File: config.mk
export PLATFORM = sky130hd
export DESIGN_NAME = fetch_unit
export DESIGN_NICKNAME = d
export VERILOG_FILES = /design/src/rtl/dlx_pkg.sv /design/src/rtl/fetch_timeout_counter.sv /design/src/rtl/fetch_unit.sv
export SDC_FILE = /design/constraint.sdc
export NUM_CORES = 1
export LEC_CHECK = 0
export BUFFER_PORTS_ARGS = -buffer_cell sky130_fd_sc_hd__buf_4
export CAP_MARGIN = 5
export CORE_MARGIN = 4
export CORE_UTILIZATION = 25
export DETAILED_ROUTE_END_ITERATION = 10
export SKIP_LAST_GASP = 1
export SYNTH_ARGS = -nofsm -noshare
export SYNTH_HDL_FRONTEND = slang
export SYNTH_SLANG_ARGS = --single-unit
File: constraint.sdc
create_clock -name clk -period 2.1 [get_ports clk]
set_clock_uncertainty 0.15 [all_clocks]
set_input_delay 0.21 -clock clk [delete_from_list [all_inputs] [get_ports clk]]
set_output_delay 0.21 -clock clk [all_outputs]
set_load 0.005 [all_outputs]
File: src/rtl/dlx_pkg.sv
// Types and constants shared by the DLX fetch, decode and write-back blocks.
// Any block that needs the fetch sequencer's state encoding imports it from here.
package dlx_pkg;

  typedef enum logic [2:0] {
    IDLE,
    FETCH,
    DECODE,
    EXEC,
    HALT
  } fetch_state_t;

  localparam int          INSTR_BYTES = 4;
  localparam logic [31:0] DLX_NOP     = 32'h0000_0000;

  // Instruction addresses must sit on a word boundary.
  function automatic logic word_aligned(input logic [31:0] addr);
    return (addr[1:0] == 2'b00);
  endfunction

endpackage

File: src/rtl/fetch_timeout_counter.sv
// Counts FETCH cycles spent waiting on instruction memory.
// expired is high during the cycle in which the count equals TIMEOUT-1.
module fetch_timeout_counter #(
  parameter int TIMEOUT = 16
) (
  input  logic clk,
  input  logic reset_n,
  input  logic clear,
  input  logic en,
  output logic expired
);

  localparam int            CW   = $clog2(TIMEOUT);
  localparam logic [CW-1:0] LAST = CW'(TIMEOUT - 1);

  logic [CW-1:0] r_count;

  // Holding at LAST keeps the counter from wrapping if the owner lingers.
  always_ff @(posedge clk or negedge reset_n) begin
    if (!reset_n) begin
      r_count <= '0;
    end else if (clear) begin
      r_count <= '0;
    end else if (en && !expired) begin
      r_count <= r_count + CW'(1);
    end
  end

  assign expired = (r_count == LAST);

endmodule

File: src/rtl/fetch_unit.sv
// Multicycle DLX fetch stage: owns the PC, reads instruction memory, strobes the
// decoder once per instruction and advances or redirects the PC at retirement.
module fetch_unit
  import dlx_pkg::*;
#(
  parameter logic [31:0] RESET_PC = 32'h0000_0000,
  parameter int          TIMEOUT  = 16
) (
  input  logic         clk,
  input  logic         reset_n,
  output logic [31:0]  i_address,
  output logic         i_read,
  input  logic         i_ready,
  input  logic [31:0]  i_data_read,
  output logic [31:0]  instr,
  output logic         ID,
  input  logic         done,
  input  logic         pc_load,
  input  logic [31:0]  pc_target,
  output logic [31:0]  pc_next,
  output logic         fault,
  output fetch_state_t o_dbg_state
);

  // Memory handshake: i_read is held for the whole FETCH state and a word is taken
  // on any cycle where i_read and i_ready are both high; there is no back-pressure
  // on the reply side. The decoder gets ID for one cycle; done closes EXEC.

  fetch_state_t r_state;
  fetch_state_t w_next_state;
  logic [31:0]  r_pc;
  logic [31:0]  w_pc_d;
  logic [31:0]  r_instr;
  logic [31:0]  w_instr_d;
  logic         r_fault;
  logic         w_fault_d;
  logic         r_run;
  logic         w_expired;
  logic         w_cnt_clear;
  logic         w_cnt_en;

  // Release synchroniser: leaves IDLE only once reset release has been seen by a clock.
  always_ff @(posedge clk or negedge reset_n) begin
    if (!reset_n) begin
      r_run <= 1'b0;
    end else begin
      r_run <= 1'b1;
    end
  end

  assign w_cnt_clear = (r_state != FETCH);
  assign w_cnt_en    = (r_state == FETCH) && !i_ready;

  fetch_timeout_counter #(
    .TIMEOUT(TIMEOUT)
  ) u_timeout (
    .clk     (clk),
    .reset_n (reset_n),
    .clear   (w_cnt_clear),
    .en      (w_cnt_en),
    .expired (w_expired)
  );

  always_comb begin
    w_next_state = r_state;
    w_pc_d       = r_pc;
    w_instr_d    = r_instr;
    w_fault_d    = r_fault;
    case (r_state)
      IDLE: begin
        if (r_run) begin
          w_next_state = FETCH;
        end
      end
      FETCH: begin
        // A reply on the last permitted cycle still completes the fetch.
        if (i_ready) begin
          w_instr_d    = i_data_read;
          w_next_state = DECODE;
        end else if (w_expired) begin
          w_fault_d    = 1'b1;
          w_next_state = HALT;
        end
      end
      DECODE: begin
        w_next_state = EXEC;
      end
      EXEC: begin
        if (done) begin
          if (!pc_load) begin
            w_pc_d       = r_pc + 32'(INSTR_BYTES);
            w_next_state = FETCH;
          end else if (word_aligned(pc_target)) begin
            w_pc_d       = pc_target;
            w_next_state = FETCH;
          end else begin
            w_fault_d    = 1'b1;
            w_next_state = HALT;
          end
        end
      end
      HALT: begin
        w_next_state = HALT;
      end
      default: begin
        w_next_state = IDLE;
      end
    endcase
  end

  always_ff @(posedge clk or negedge reset_n) begin
    if (!reset_n) begin
      r_state <= IDLE;
      r_pc    <= RESET_PC;
      r_instr <= DLX_NOP;
      r_fault <= 1'b0;
    end else begin
      r_state <= w_next_state;
      r_pc    <= w_pc_d;
      r_instr <= w_instr_d;
      r_fault <= w_fault_d;
    end
  end

  assign i_address   = r_pc;
  assign i_read      = (r_state == FETCH);
  assign ID          = (r_state == DECODE);
  assign instr       = r_instr;
  assign pc_next     = r_pc + 32'(INSTR_BYTES);
  assign fault       = r_fault;
  assign o_dbg_state = r_state;

endmodule

; ---- After elaboration in Yosys (flattened, before gate mapping)
; Index checks and enable logic that the tools add are counted.
[op_classes]
n_reduce_logical = 12
mux = 17
add_sub_neg = 2
n_eq_ne = 14
[op_table]
columns = op, count
row1 = $mux W32, 2
row2 = $add A32 B3 Y32 const B, 1
row3 = $mux W3, 6
row4 = $pmux W3 S5, 1
row5 = $ne A2 B2 Y1 const B, 5
row6 = $mux W4, 2
row7 = $eq A3 B2 Y1 const B, 2
row8 = $ne A3 B1 Y1 const B, 2
row9 = $reduce_and A3 Y1, 2
row10 = $reduce_and A6 Y1, 1
row11 = $mux W1, 5
row12 = $add A4 B1 Y4 const B, 1
row13 = $eq A4 B4 Y1 const B, 1
row14 = $ne A2 B1 Y1 const B, 2
row15 = $reduce_bool A2 Y1, 2
row16 = $eq A3 B1 Y1 const B, 1
row17 = $eq A3 B3 Y1 const B, 1
row18 = $logic_not A3 Y1, 1
row19 = $logic_and A1 B1 Y1, 2
row20 = $logic_not A1 Y1, 2
row21 = $logic_not A2 Y1, 1
row22 = $pmux W1 S2, 1
row23 = $reduce_and A2 Y1, 1
[word_totals]
reg_bits = 73
output_inout_bits = 102
in_bits = 69
word_cells = 51

; ---- Depth between registers and ports, before layout
[logic_depth]
depth_word = 5
ltp_mapped = 7

; ---- Modules after synthesis
; Synthesis repeated with hierarchy kept, for this count alone.
[unflattened]
hier_cells = 496
area_unflattened_um2 = 4703.3
[by_module_without_submodules]
columns = mod, seq_area_each_um2, cells_per_inst, area_each_um2, instances
row1 = fetch_unit, 1726.7, 476, 4474.3, 1
row2 = fetch_timeout_counter, 100.1, 20, 229.0, 1

; ---- Worst setup path before layout
; Ideal clock, no wire load.
[synth_timing]
path_kind = reg-to-output
from = register r_pc[4] (netlist: i_address[4])
to = output port pc_next[27]
required_time_ns = 1.740
stages_incl_launch_ff = 7
path_slack_ns = -0.159
t_arrival_ns = 1.899
path_cell_list = dfrtp_1 -> clkbuf_2 -> nand3_2 -> or4_4 -> buf_6 -> nor4_4 -> xor2_1
[synth_between]
elab_chain_len = 1
[synth_lines]
columns = element, line
row1 = start: declaration, fetch_unit.sv:31  ; logic [31:0] r_pc;
row2 = start signal: assignment, fetch_unit.sv:119  ; r_pc <= w_pc_d;
row3 = $add A32 B3 Y32, fetch_unit.sv:129  ; assign pc_next = r_pc + 32'(INSTR_BYTES);
row4 = end: declaration, fetch_unit.sv:20  ; output logic [31:0] pc_next,
; Every way passes these cells.

; ---- Final worst setup path
[layout_timing]
from = register r_pc[5] (netlist: i_address[5])
to = output port pc_next[31]
; Same word-level chain as after synthesis.

==> impl_metrics.tcl <==
set metrics [dict create \
    status "finished, violations left" \
    violations "setup timing" \
    startpoint_type "register" \
    min_to "i_address[30]$_DFFE_PN0P_" \
    path_class "reg2out" \
    grt_overflow 0 \
    rows 45 \
    fin_crit_ps 2395 \
    total_power_w 0.003501 \
    final_cell_mix "239 x buf_4, 69 x dfrtp_1, 51 x dlygate4sd3_1" \
    p_int_w 0.002708 \
    place_inst 760 \
    r2r_slack_ps -70 \
    final-instance-count-excl-fill 844 \
    synth_nets 440 \
    setup_viol 21 \
    clkSinkCount 73 \
    synth.cell_area_mm2 0.003849 \
    synth-main-ff-cell "dfrtp_1" \
    synth_seq_cells 73 \
    core_area_mm2 0.01515 \
    cts_root_buffer "clkbuf_16" \
    grt_max_degree 49 \
    synthCells 369 \
    wirelength_mm 13.66 \
    grt_usage_pct 15.90 \
    io_pins 171 \
    drc_errors 0 \
    cts.htree.levels 3 \
    worst_slack_ps -294.8 \
    dr.first_iter.drc_count 182 \
    synthMuxAreaShare_pct 10.66 \
    sw_frac_of_total_pct 22.66 \
    cp_data_required_time_ps 1740 \
    holdPathStages 3 \
    final-max-slew-violation-count 0 \
    area_delta_synth_final_pct 79.94 \
    ant_nets 0 \
    clockPowerShare_pct 49.0 \
    synth_top_family_by_area "simple AND/OR/NAND/NOR gates" \
    power_leakage_nw 3.503 \
    reg2reg_to "i_address[24]$_DFFE_PN0P_" \
    worstHoldPathType "in2reg" \
    die-area_mm2 0.01744 \
    crit_chain "nand4_4 -> or4_4 -> nor2_4 -> nand4_1 -> xnor2_1 -> buf_4" \
    synth.distinct_cells 56 \
    place_hpwl_mm 9.935 \
    synth_compound_area_share_pct 12.13 \
    grt_pass1_vias 4337 \
    rsz0062_at_grt "true" \
    netlist.area_leader.share_pct 47.46 \
    max_cap_viol_count 0 \
    comb_power_share_pct 9.5 \
    use_met2_pct 27.54 \
    crit_path_end_kind "output pin" \
    met1_usage_pct 19.16 \
    vias_per_cell 4.793 \
    final_common_cell "buf_4" \
    worst_hold_slack_ps 23.20 \
    clock_latency_ps 340 \
    grt_pass1_wl_mm 22.42 \
    syn_avg_cell_area_um2 10.43 \
    finalNetCount 722 \
    synth_simple_gate_area_share_pct 18.53 \
    antenna_cells 0 \
    die_h_um 132.1 \
    worstHoldStart "pc_target[30]" \
    path_clk_slew_ps 60 \
    cts_buffer_depth 2 \
    yosys_warnings 0 \
    ff2ff_path_depth 8 \
    synth_seq_area_share_pct 47.46 \
    antenna_found_initial 0 \
    cts_buffers 9 \
    cts_tree "yes" \
    cpPeakStageDelay_ps 570 \
    drive_gt1_share_pct 51.07 \
    fin_crit_sh_pct 114.0 \
    hold_viol 0 \
    sequentialPowerShare_pct 41.6 \
    synth-xor-area-share_pct 6.827 \
    synth_fa_ha_area_share_pct 0.6502 \
    fmax_ghz 0.4176 \
    synth_edf_count 0 \
    netlist_top_cells_area "dfrtp_1 47%, mux2_2 9.4%, xnor2_1 3.9%" \
    grt.busiest_layer "met2" \
    switchingPower_w 0.0007936 \
    slowest_stage "or4_4" \
    numPortBuffers 170 \
    worstReg2RegStart "i_address[5]$_DFFE_PN0P_" \
    firstDrtPassIters 4 \
    vdd_drop_max_uv 331.6 \
    met3_usage_pct 3.053 \
    wire_per_inst_um 16.18 \
    via_count 4045 \
    die_w_um 132.1 \
    crit_arrival_ps 2030 \
    start_util_pct 25.41 \
    place.gp.congestion 0.8409 \
    path_max_fanout 4 \
    synthArstFlopShare_pct 100.0 \
    p_per_area_mw_per_mm2 505.6 \
    synth_top_cell_by_area "dfrtp_1" \
]
## metrics by stage
| stage | setup WS (ps) | util (%) | TNS (ps) | cell area (um2) |
|---|---|---|---|---|
| final | -294.8 | 45.72 | -3696 | 6925 |
| after global routing | -399.2 | 45.72 | -6727 | 6925 |
| after CTS | -348.1 | 44.71 | -4892 | 6771 |
| after detailed placement | -56.78 | 37.85 | -286.8 | 5733 |
| after global placement | -3.371 | 37.85 | -3.371 | 5733 |
| after floorplan | 3.120 | - | 0 | 3886 |
## synthesized netlist by cell type, types with 2 or more instances
master and instances:
nand4_1 9, a21o_1 3, buf_1 2, o211ai_1 2, o311ai_0 5, nand3b_1 2
clkbuf_1 16, xnor2_1 17, nor3b_1 2, and3_1 5, ha_1 2, nand2_1 34
and4_1 4, a22oi_1 6, inv_1 7, nor4_4 3, nor2_1 22, a21oi_1 9
mux2i_1 5, nor3_1 6, nand3_1 16, dfrtp_1 73, and2_1 2, a211oi_1 2
buf_4 2, xor2_1 13, buf_2 3, or3_1 4, a221o_1 3, nand2b_1 5
a31oi_1 2, mux2_2 32, o21ai_0 20, a22o_1 4, nor2b_1 3, nor4_1 4
## power groups by stage
stage / Combinational (W) / Clock, W / Sequential (W)
2_1_floorplan: 0.0000522 / 0 / 0.00148
3_3_place_gp: 0.000252 / 0 / 0.00148
3_5_place_dp: 0.000258 / 0 / 0.00148
4_1_cts: 0.000333 / 0.00176 / 0.00146
5_1_grt: 0.000361 / 0.00184 / 0.00146
6_report: 0.000331 / 0.00171 / 0.00146
## worst max-delay path, delay by kind of cell (launching register included)
kind / cells / cell delay, ps
simple gates: 4 / 970
flops: 1 / 390
xor+xnor: 1 / 200
buf+inv: 1 / 130
## layout make-up
| type | instances | area, um2 |
|---|---|---|
| sequential | 73 | 1832 |
| inverter | 7 | 26.28 |
| fill | 1359 | 8220 |
| tap | 188 | 235.2 |
| multi-input combinational | 264 | 2115 |
| clock buffer | 9 | 225.2 |
| timing repair buffer | 296 | 2390 |
| clock inverter | 7 | 102.6 |
## routing by layer
| metal | vias up | part of all wire (%) |
|---|---|---|
| met1 | 2004 | 41 |
| met5 | - | 0 |
| met2 | 114 | 51 |
| met3 | 23 | 5.0 |
| li1 | 1904 | - |
| met4 | 0 | 2.4 |
## flip-flops by register name, indices dropped and copies added (netlist names)
| name | count |
|---|---|
| instr | 32 |
| fault | 1 |
| r_run | 1 |
| o_dbg_state | 3 |
| u_timeout.r_count | 4 |
| i_address | 32 |
## worst max path at each step
stage,start,end,depth (start not counted),slack (ps)
finish,i_address[5]$_DFFE_PN0P_,pc_next[31],6,-290
global route,i_address[5]$_DFFE_PN0P_,pc_next[31],6,-400
CTS,i_address[2]$_DFFE_PN0P_,pc_next[31],6,-350
detailed placement,i_address[2]$_DFFE_PN0P_,i_address[24]$_DFFE_PN0P_,6,-60
global placement,i_address[2]$_DFFE_PN0P_,pc_next[31],6,-3
floorplan,o_dbg_state[0]$_DFFE_PN0P_,instr[0]$_DFFE_PN0P_,6,3
## logic make-up (layout without fill, tap and decap cells)
family                     after synthesis  count (layout)
AOI/OAI and AO/OA                       68              68
buffers and inverters                   32             319
muxes                                   37              37
other                                    1               1
adders and majority gates                2               2
and+or+nand+nor                        126             126
DFF                                     73              73
xor gates and xnor gates                30              30
## timing repair
| action | in CTS | in global routing |
|---|---|---|
| endpoints found under the setup margin | 27 | 35 |
| resized for setup | 25 | 22 |
| setup buffers | 9 | 8 |
| endpoints found under the hold margin | 73 | 0 |
| pin swaps | 10 | 17 |
| hold buffers | 51 | 0 |
No activity file was read; power rests on OpenSTA's default activity.
